--- config.mk ---
export PLATFORM = sky130hd
export DESIGN_NAME = tick_sched
export DESIGN_NICKNAME = d
export VERILOG_FILES = /design/src/rtl/tick_sched_pkg.sv /design/src/rtl/tick_sched_chan.sv /design/src/rtl/tick_sched.sv
export SDC_FILE = /design/constraint.sdc
export NUM_CORES = 1
export LEC_CHECK = 0
export BUFFER_PORTS_ARGS = -buffer_cell sky130_fd_sc_hd__buf_2
export CORE_MARGIN = 8
export CORE_UTILIZATION = 62
export DETAILED_ROUTE_END_ITERATION = 8
export PLACE_DENSITY = 0.88
export SYNTH_ARGS = -nofsm -noshare
export SYNTH_HDL_FRONTEND = slang
export SYNTH_SLANG_ARGS = --single-unit
--- constraint.sdc ---
create_clock -name i_mclk -period 5.55 [get_ports i_mclk]
set_input_delay 0.555 -clock i_mclk [delete_from_list [all_inputs] [get_ports i_mclk]]
set_output_delay 0.555 -clock i_mclk [all_outputs]
set_load 0.1 [all_outputs]
--- src/rtl/tick_sched_pkg.sv ---
// Shared encodings for the tick scheduler: controller states, command codes and config address map.
package tick_sched_pkg;

    localparam int NUM_CH = 4;

    localparam logic [1:0] ST_IDLE  = 2'b00;
    localparam logic [1:0] ST_RUN   = 2'b01;
    localparam logic [1:0] ST_PAUSE = 2'b10;

    typedef enum logic [1:0] {
        CMD_NOP   = 2'b00,
        CMD_START = 2'b01,
        CMD_PAUSE = 2'b10,
        CMD_STOP  = 2'b11
    } cmd_e;

    localparam logic [2:0] ADDR_DIV0 = 3'd0;
    localparam logic [2:0] ADDR_DIV1 = 3'd1;
    localparam logic [2:0] ADDR_DIV2 = 3'd2;
    localparam logic [2:0] ADDR_DIV3 = 3'd3;
    localparam logic [2:0] ADDR_MASK = 3'd4;

    function automatic logic is_div_addr(input logic [2:0] addr);
        return addr <= ADDR_DIV3;
    endfunction

endpackage

--- src/rtl/tick_sched_chan.sv ---
// One scheduler channel: phase counter, active/shadow divisor with pending flag, registered tick strobe.
module tick_sched_chan #(
    parameter int            CW      = 21,
    parameter logic [CW-1:0] DIV_RST = '0
) (
    input  logic          i_clk,
    input  logic          i_rst,
    input  logic          i_run,
    input  logic          i_en,
    input  logic          i_idle_apply,
    input  logic          i_wr,
    input  logic [CW-1:0] i_wdata,
    output logic          o_tick,
    output logic          o_pending
);

    logic [CW-1:0] r_cnt;
    logic [CW-1:0] r_div;
    logic [CW-1:0] r_shadow;
    logic          r_pending;
    logic          r_tick;

    logic w_live;
    logic w_hit;
    logic w_apply;

    assign w_live  = i_run && i_en;
    // >= rather than == so a divisor lowered while paused cannot let cnt run past it
    assign w_hit   = w_live && (r_cnt >= r_div);
    assign w_apply = w_hit || !w_live || i_idle_apply;

    // NOTE: all state updates use <= so every flop samples pre-edge values together.
    always_ff @(posedge i_clk) begin
        if (i_rst) begin
            r_cnt     <= '0;
            r_div     <= DIV_RST;
            r_pending <= 1'b0;
            r_tick    <= 1'b0;
        end else begin
            r_tick <= w_hit;

            if (i_idle_apply || !i_en) begin
                r_cnt <= '0;
            end else if (w_hit) begin
                r_cnt <= '0;
            end else if (w_live) begin
                r_cnt <= r_cnt + CW'(1);
            end

            if (i_wr && i_idle_apply) begin
                r_div     <= i_wdata;
                r_pending <= 1'b0;
            end else if (i_wr) begin
                r_pending <= 1'b1;
            end else if (r_pending && w_apply) begin
                r_div     <= r_shadow;
                r_pending <= 1'b0;
            end
        end
    end

    // NOTE: shadow has no reset; it is only read while r_pending is set.
    always_ff @(posedge i_clk) begin
        if (i_wr && !i_idle_apply) begin
            r_shadow <= i_wdata;
        end
    end

    assign o_tick    = r_tick;
    assign o_pending = r_pending;

endmodule

--- src/rtl/tick_sched.sv ---
// Four-channel tick-strobe scheduler with IDLE/RUN/PAUSE control and config port.
// Define TICK_SCHED_SQUARE_EN to add the o_sq divided-clock view outputs.
module tick_sched
    import tick_sched_pkg::*;
#(
    parameter int CW       = 21,
    parameter int DIV0_RST = 3,
    parameter int DIV1_RST = 524287,
    parameter int DIV2_RST = 65535,
    parameter int DIV3_RST = 65535
) (
    input  logic              i_mclk,
    input  logic              i_clr,
    input  logic              i_cmd_valid,
    input  logic [1:0]        i_cmd,
    input  logic              i_cfg_valid,
    output logic              o_cfg_ready,
    input  logic [2:0]        i_cfg_addr,
    input  logic [CW-1:0]     i_cfg_data,
    output logic [NUM_CH-1:0] o_tick,
    output logic [1:0]        o_state
`ifdef TICK_SCHED_SQUARE_EN
    ,
    output logic [NUM_CH-1:0] o_sq
`endif
);

    localparam logic [NUM_CH-1:0][CW-1:0] DIV_RST_ALL = {
        CW'(DIV3_RST), CW'(DIV2_RST), CW'(DIV1_RST), CW'(DIV0_RST)
    };

    logic [1:0]        r_state;
    logic [NUM_CH-1:0] r_mask;

    logic [1:0]        w_state_nxt;
    logic              w_stop;
    logic              w_run;
    logic              w_accept;
    logic [NUM_CH-1:0] w_wr;
    logic [NUM_CH-1:0] w_pending;
    logic [NUM_CH-1:0] w_tick;

    assign w_stop = i_cmd_valid && (cmd_e'(i_cmd) == CMD_STOP);
    assign w_run  = (r_state == ST_RUN);

    // NOTE: next-state defaults to current state first, so no path infers a latch.
    always_comb begin
        w_state_nxt = r_state;
        if (i_cmd_valid) begin
            case (cmd_e'(i_cmd))
                CMD_START: if (r_state != ST_RUN) w_state_nxt = ST_RUN;
                CMD_PAUSE: if (r_state == ST_RUN) w_state_nxt = ST_PAUSE;
                CMD_STOP:  w_state_nxt = ST_IDLE;
                default:   w_state_nxt = r_state;
            endcase
        end
    end

    always_ff @(posedge i_mclk) begin
        if (i_clr) begin
            r_state <= ST_IDLE;
        end else begin
            r_state <= w_state_nxt;
        end
    end

    // Only a divisor write to a channel still holding an unapplied value stalls.
    assign o_cfg_ready = !(is_div_addr(i_cfg_addr) && w_pending[i_cfg_addr[1:0]]);
    assign w_accept    = i_cfg_valid && o_cfg_ready;

    always_ff @(posedge i_mclk) begin
        if (i_clr) begin
            r_mask <= '1;
        end else if (w_accept && (i_cfg_addr == ADDR_MASK)) begin
            r_mask <= i_cfg_data[NUM_CH-1:0];
        end
    end

    for (genvar g = 0; g < NUM_CH; g++) begin : g_chan
        assign w_wr[g] = w_accept && (i_cfg_addr == 3'(g));

        tick_sched_chan #(
            .CW      (CW),
            .DIV_RST (DIV_RST_ALL[g])
        ) u_chan (
            .i_clk        (i_mclk),
            .i_rst        (i_clr),
            .i_run        (w_run),
            .i_en         (r_mask[g]),
            .i_idle_apply (w_stop),
            .i_wr         (w_wr[g]),
            .i_wdata      (i_cfg_data),
            .o_tick       (w_tick[g]),
            .o_pending    (w_pending[g])
        );
    end

    assign o_tick  = w_tick;
    assign o_state = r_state;

`ifdef TICK_SCHED_SQUARE_EN
    logic [NUM_CH-1:0] r_sq;

    // A straggler tick landing in IDLE must not leave sq set after a stop.
    always_ff @(posedge i_mclk) begin
        if (i_clr || w_stop) begin
            r_sq <= '0;
        end else if (r_state != ST_IDLE) begin
            r_sq <= r_sq ^ w_tick;
        end
    end

    assign o_sq = r_sq;
`endif

endmodule

==> qor.txt, run 1 <==
gp weighted congestion: 0.891
Int Power: 3.10 mW
Placed Cells: 1,519
Buf+Inv Stages, Crit Path: 2
commonest register cell after synthesis: dfxtp_1
number of synthesized flops with an enable pin: 84
vias in the first global route: 9,360
clock power share: 44.4%
via count: 9,260
Hold Crit Class: in2reg
I/O pin count: 37
Std-Cell Rows: 52
main combinational cell family by area after synthesis: simple AND/OR/NAND/NOR gates
max-cap viol count: 0
Synth Register Bits: 266
grt met1 use: 29.6%
Cell Count, Final, Fillers Out: 1,569
unrepaired setup endpoints after global routing: false
Post-DP HPWL: 19,600 um
hold path startpoint: i_cmd[0]
synth-to-layout area growth: 9.31%
Setup violations, final: 0
Slew Viols, Final: 0
sequential share of power: 51.3%
Core Util, Final: 68.4%
CTS HTree Levels: 1
FMAX: 317 MHz
Synth Area in Compound Gates: 10.4%
clk_skew: 0.0106 ns
GR Layer Usage met3: 2.81%
Net Sw Power: 888 uW
final hold vios: 0
Hold Buf Count CTS: 0
CP Launch Point: g_chan[0].u_chan.r_cnt[0]$_SDFFE_PP0P_
Mapped Nets: 1,367
multiplexer share of the synthesized area: 6.59%
Synth area leader: dfxtp_1
power per cell area: 291 nW/um2
1st-iter DRT viols: 609
part of the power in combinational logic: 4.3%
first-pass GRT wire length: 47,400 um
GRT busiest layer: met2
cts bufs inserted: 27
post-synthesis sequential area ratio: 49.2%
DIE AREA: 25,000 um2
Startpoint Class: register
DRT Pass-1 Iters: 5
Total Routed Length: 29,100 um
Setup crit end kind: register
DRC: 0
Die X: 158 um
WL/cell: 18.6 um
# resized after CTS: 0
Post-Syn Area: 12,500 um2
Leakage: 6.22 nW
library cells used by synthesis: 68
Crit Path Max Fanout: 15
CP Data Required Time: 5.92 ns
Critical Path AT: 3.52 ns
period utilization: 56.8%
Post-Syn Instances: 1,249
layout cells sized above 1: 8.56%
area share of the largest cell type after synthesis: 29.1%
critical path type: reg2reg
CTS tree: done
met2 GRT Util: 40.4%
Async S/R FF share, synth: 0%
xor-xnor portion of the synthesized cell area: 4.82%
Worst-Margin Slew: 1.11 ns
pin count of the biggest net entering global routing: 27
die height: 158 um
DR vias/cell: 5.90
Core Box Area: 20,000 um2
clk root buf: clkbuf_16
critical path's top delay family: compound AO/OA/AOI/OAI gates
CP max-delay cell: o21ai_2
initial antenna violation count: 2
Synth area leaders: dfxtp_1 (29%), edfxtp_1 (20%), ha_1 (8.8%), mux2i_1 (6.2%), nor2_1 (5.1%)
grt ovf: 0
I/O Buffers: 36
cell breakdown of the critical path: inv_1 -> ha_1 -> nand2b_1 -> a2111o_1 -> a311oi_2 -> o311ai_1 -> o21ai_2 -> buf_4 -> mux2i_1 -> o22ai_1
Crit path largest cell delay: 0.45 ns
FF-to-FF Start: g_chan[0].u_chan.r_cnt[0]$_SDFFE_PP0P_
IR drop worst, VDD: 0.280 mV
total track usage: 23.8%
status: finished clean
Final min period: 3.15 ns
Synth warnings: 0
simple-gate share of the synthesized area: 14.9%
Tot Pwr: 3.99 mW
clock-pin slew on the worst setup and hold paths: 0.06 ns
Sw Ratio: 22.3%
Sink Count: 266
final layout net count: 1,396
clk buf depth: 3
clk_lat worst skew: 0.53 ns
Post-CTS Setup Bufs: 0
syn avg cell area: 10.0 um2
Relative slew margins: 25.3%
antenna viol nets, final: 0
initial core utilization: 62.6%
adder-cell share of the synthesized area: 8.78%
setup tns final: 0 ns
[cell usage after synthesis (28+ instances only)]
cell,instances
dfxtp_1,182
nor2_1,170
inv_1,104
ha_1,88
a21oi_1,87
edfxtp_1,84
mux2i_1,78
nand2_1,78
nand3_1,46
xor2_1,37
xnor2_1,32
nand4_1,28
[per-stage QoR]
step / area [um2] / setup slack, ns / hold WS [ns]
after floorplan: 12500 / 1.36 / 0.453
after global placement: 12800 / 2.43 / 0.473
after detailed placement: 12800 / 2.40 / 0.471
after CTS: 13700 / 2.39 / 0.282
after global routing: 13700 / 2.19 / 0.315
final: 13700 / 2.40 / 0.290
[kinds of logic (layout without fill, tap and decap cells)]
kind of cell	Yosys count	after routing
mux	81	81
compound gates	199	199
xor+xnor	69	69
flops	266	266
fa+ha+maj	88	88
buf+inv	146	194
simple gates	400	400
other cells	0	2
[worst paths after layout]
check	endpoint	slack, ns	cells past startpoint
setup / recovery	g_chan[0].u_chan.r_div[16]$_SDFFE_PP0P_	2.40	10
hold / removal	o_state[1]$_SDFFE_PP0P_	0.29	2
setup reg to reg	g_chan[0].u_chan.r_div[16]$_SDFFE_PP0P_	2.40	10
hold reg to reg	g_chan[3].u_chan.r_cnt[5]$_SDFFE_PP0P_	0.49	2
[registers in the layout (all words and copies together) (netlist names)]
name,flops
g_chan.u_chan.r_cnt,84
g_chan.u_chan.r_div,84
g_chan.u_chan.r_shadow,84
g_chan.u_chan.o_pending,4
g_chan.u_chan.o_tick,4
r_mask,4
o_state,2
[per-layer routing]
layer,routed length (um),vias up
li1,-,4414
met1,11800,4417
met2,14000,340
met3,1940,89
met4,1340,0
met5,0,-
[cell usage in the layout, fill, tap and decap left out, types with 3 or more instances in the layout]
cell / count
o21ai_2: 7
edfxtp_1: 84
clkbuf_16: 27
o21ai_1: 8
nand2b_1: 7
nor2b_1: 11
xnor2_1: 32
clkbuf_8: 3
nand3_1: 46
o22ai_1: 14
mux2i_1: 78
o21ai_0: 24
nor3_1: 11
buf_2: 36
or3_1: 3
inv_1: 104
nor2_1: 170
nand2_1: 78
and3_1: 17
a21oi_1: 87
clkbuf_1: 5
and4_1: 3
a41oi_1: 3
a21o_1: 16
a211o_1: 5
o31ai_1: 4
o221ai_1: 5
xor2_1: 37
nor4_1: 4
dfxtp_1: 182
ha_1: 88
nand4_1: 28
buf_4: 6
and2_1: 6
clkinv_2: 7
and3b_1: 3
[power by group through the flow]
stage	Combinational, mW	Clock (mW)	Sequential (mW)
after global routing	0.185	1.87	2.05
after detailed placement	0.167	0	2.09
final	0.172	1.77	2.05
after CTS	0.170	1.78	2.04
after floorplan	0.0999	0	2.09
after global placement	0.161	0	2.09
[cell type report]
type	instances	area, um2
clock inverter	13	124
antenna	2	5.00
fill	1424	6340
sequential	266	6170
multi-input combinational	837	5720
timing repair buffer	42	225
inverter	104	390
tap	270	338
clock buffer	35	736
Power figures use the tool's default switching activity.
==> inputs of run 2 (changes only) <==
--- a/config.mk
+++ b/config.mk
@@ -7,9 +7,9 @@
 export LEC_CHECK = 0
 export BUFFER_PORTS_ARGS = -buffer_cell sky130_fd_sc_hd__buf_2
 export CORE_MARGIN = 8
-export CORE_UTILIZATION = 62
+export CORE_UTILIZATION = 56
 export DETAILED_ROUTE_END_ITERATION = 8
-export PLACE_DENSITY = 0.88
+export PLACE_DENSITY = 0.85
 export SYNTH_ARGS = -nofsm -noshare
 export SYNTH_HDL_FRONTEND = slang
 export SYNTH_SLANG_ARGS = --single-unit
==> constraint.sdc (replaced) <==
create_clock -name i_mclk -period 2.89 [get_ports i_mclk]
set_input_delay 0.289 -clock i_mclk [delete_from_list [all_inputs] [get_ports i_mclk]]
set_output_delay 0.289 -clock i_mclk [all_outputs]
set_load 0.1 [all_outputs]
==> run 2 against run 1 <==
Net effect:
- hold slack lost 0.27 ns
- sequential share of layout area down 0.79 points
- sequential cell count is the same
- sequential power is 92% higher
- critical endpoint is now g_chan[0].u_chan.r_div[4]$_SDFFE_PP0P_
==> qor.txt, run 2 (synthesis gave the netlist of run 1 again) <==
status: finished clean (unchanged)
Fillers: 1,693 (was 1,424)
DR vias/cell: 5.83 (was 5.90)
DRC: 0 (unchanged)
Sink Count: 266 (unchanged)
I/O Buffers: 36 (unchanged)
DIE AREA: 27,400 um2 (was 25,000 um2)
synth-to-layout area growth: 11.3% (was 9.31%)
FMAX: 360 MHz (was 317 MHz)
placed instance area: 13,100 um2 (was 12,800 um2)
layout cells sized above 1: 9.98% (was 8.56%)
CP Data Required Time: 3.29 ns (was 5.92 ns)
unrepaired setup endpoints after global routing: false (unchanged)
cts bufs inserted: 27 (unchanged)
Leakage: 6.35 nW (was 6.22 nW)
Worst-Margin Slew: 0.958 ns (was 1.11 ns)
DRT Pass-1 Iters: 5 (unchanged)
via count: 9,345 (was 9,260)
WL/cell: 18.7 um (was 18.6 um)
gp weighted congestion: 0.867 (was 0.891)
clk buf depth: 3 (unchanged)
Top Registers: g_chan.u_chan.r_cnt x84, g_chan.u_chan.r_div x84, g_chan.u_chan.r_shadow x84 (unchanged)
Slew Viols, Final: 0 (unchanged)
1st-iter DRT viols: 718 (was 609)
initial antenna violation count: 1 (was 2)
Core Util, Final: 63.7% (was 68.4%)
CTS HTree Levels: 1 (unchanged)
Die X: 166 um (was 158 um)
Setup WS post-layout: 0.110 ns (was 2.40 ns)
worst hold slack: 0.0233 ns (was 0.290 ns)
IR drop worst, VDD: 0.501 mV (was 0.280 mV)
Total Routed Length: 30,000 um (was 29,100 um)
Startpoint Class: register (unchanged)
max-cap viol count: 0 (unchanged)
final instance area: 14,000 um2 (was 13,700 um2)
Final min period: 2.78 ns (was 3.15 ns)
Hold Crit Class: in2reg (unchanged)
grt ovf: 0 (unchanged)
clock-pin slew on the worst setup and hold paths: 0.06 ns (about the same)
first-pass GRT wire length: 47,900 um (was 47,400 um)
total track usage: 20.9% (was 23.8%)
period utilization: 96.2% (was 56.8%)
antenna viol nets, final: 0 (unchanged)
clk root buf: clkbuf_16 (unchanged)
clk_skew: 0.0229 ns (was 0.0106 ns)
Core Box Area: 21,900 um2 (was 20,000 um2)
final hold vios: 0 (unchanged)
Setup violations, final: 0 (unchanged)
most frequent cells in the layout: dfxtp_1 (181), nor2_1 (170), inv_1 (104), ha_1 (88), a21oi_1 (87) (was dfxtp_1 (182), nor2_1 (170), inv_1 (104), ha_1 (88), a21oi_1 (87))
CTS tree: done (unchanged)
I/O pin count: 37 (unchanged)
Std-Cell Rows: 54 (was 52)
clk_lat worst skew: 0.53 ns (about the same)
Post-DP HPWL: 20,300 um (was 19,600 um)
initial core utilization: 57.3% (was 62.6%)
die height: 166 um (was 158 um)
Placed Cells: 1,551 (was 1,519)
commonest non-fill, non-tap cell in the layout: dfxtp_1 (unchanged)
Relative slew margins: 36.1% (was 25.3%)
Ant. Diodes: 0 (was 2)
pin count of the biggest net entering global routing: 27 (unchanged)
Cell Count, Final, Fillers Out: 1,602 (was 1,569)
final layout net count: 1,420 (was 1,396)
power per cell area: 545 nW/um2 (was 291 nW/um2)
Critical Path AT: 3.17 ns (was 3.52 ns)
vias in the first global route: 9,255 (was 9,360)
Setup crit end kind: register (unchanged)
critical path type: reg2reg (unchanged)
Crit Path Max Fanout: 8 (was 15)
pre-CTS setup slack: -0.00899 ns (was 2.40 ns)
[run 2: what timing repair did]
item,CTS,global route
setup endpoints to repair,18,50
pin swaps,0,3
endpoints found under the hold margin,1,0
buffers inserted,0,0
hold buffers,1,0
gates cloned,0,1
resized for setup,1,5
[run 2: stage by stage]
stage,setup TNS [ns],total power [mW]
after floorplan,0,4.20
after global placement,0,4.34
after detailed placement,-0.0148,4.35
after CTS,0,7.62
after global routing,0,7.79
final,0,7.60
[run 2: worst max-delay path, cell delays in order (launching register included)]
cell and delay (ns):
dfxtp_2 0.37, inv_1 0.06, ha_1 0.25, nand2b_1 0.14
a2111o_1 0.42, a311oi_2 0.31, o311ai_1 0.18, o21ai_2 0.32
buf_4 0.26, mux2i_1 0.24, o21ai_0 0.11
[run 2: worst paths after layout]
kind,start,slack [ns],to,depth (start not counted)
setup reg to reg,g_chan[0].u_chan.r_cnt[0]$_SDFFE_PP0P_,0.11,g_chan[0].u_chan.r_div[4]$_SDFFE_PP0P_,10
setup / recovery,g_chan[0].u_chan.r_cnt[0]$_SDFFE_PP0P_,0.11,g_chan[0].u_chan.r_div[4]$_SDFFE_PP0P_,10
hold / removal,i_cmd_valid,0.02,o_state[1]$_SDFFE_PP0P_,2
hold reg to reg,g_chan[1].u_chan.r_cnt[1]$_SDFFE_PP0P_,0.50,g_chan[1].u_chan.r_cnt[1]$_SDFFE_PP0P_,2
[run 2: power by group]
group	leakage (nW)	total, mW	switching (mW)	internal (mW)
logic	3.71	0.354	0.252	0.101
clock network	0.411	3.32	1.41	1.91
registers	2.23	3.93	0.0272	3.90
[run 2: metal layers]
| layer | vias up | GRT usage [%] | share of wire [%] |
|---|---|---|---|
| met2 | 359 | 35.4 | 48 |
| met4 | 2 | 9.05 | 4.0 |
| met5 | - | 0 | 0.040 |
| li1 | 4475 | - | - |
| met3 | 71 | 2.98 | 7.3 |
| met1 | 4438 | 26.1 | 41 |
[run 2: layout make-up]
class | count | area, um2 | share of cell area (%)
clock buffer | 38 | 758 | 5.43
clock inverter | 11 | 77.6 | 0.556
sequential | 266 | 6170 | 44.2
multi-input combinational | 837 | 5740 | 41.2
timing repair buffer | 66 | 467 | 3.35
inverter | 104 | 390 | 2.80
tap | 280 | 350 | 2.51
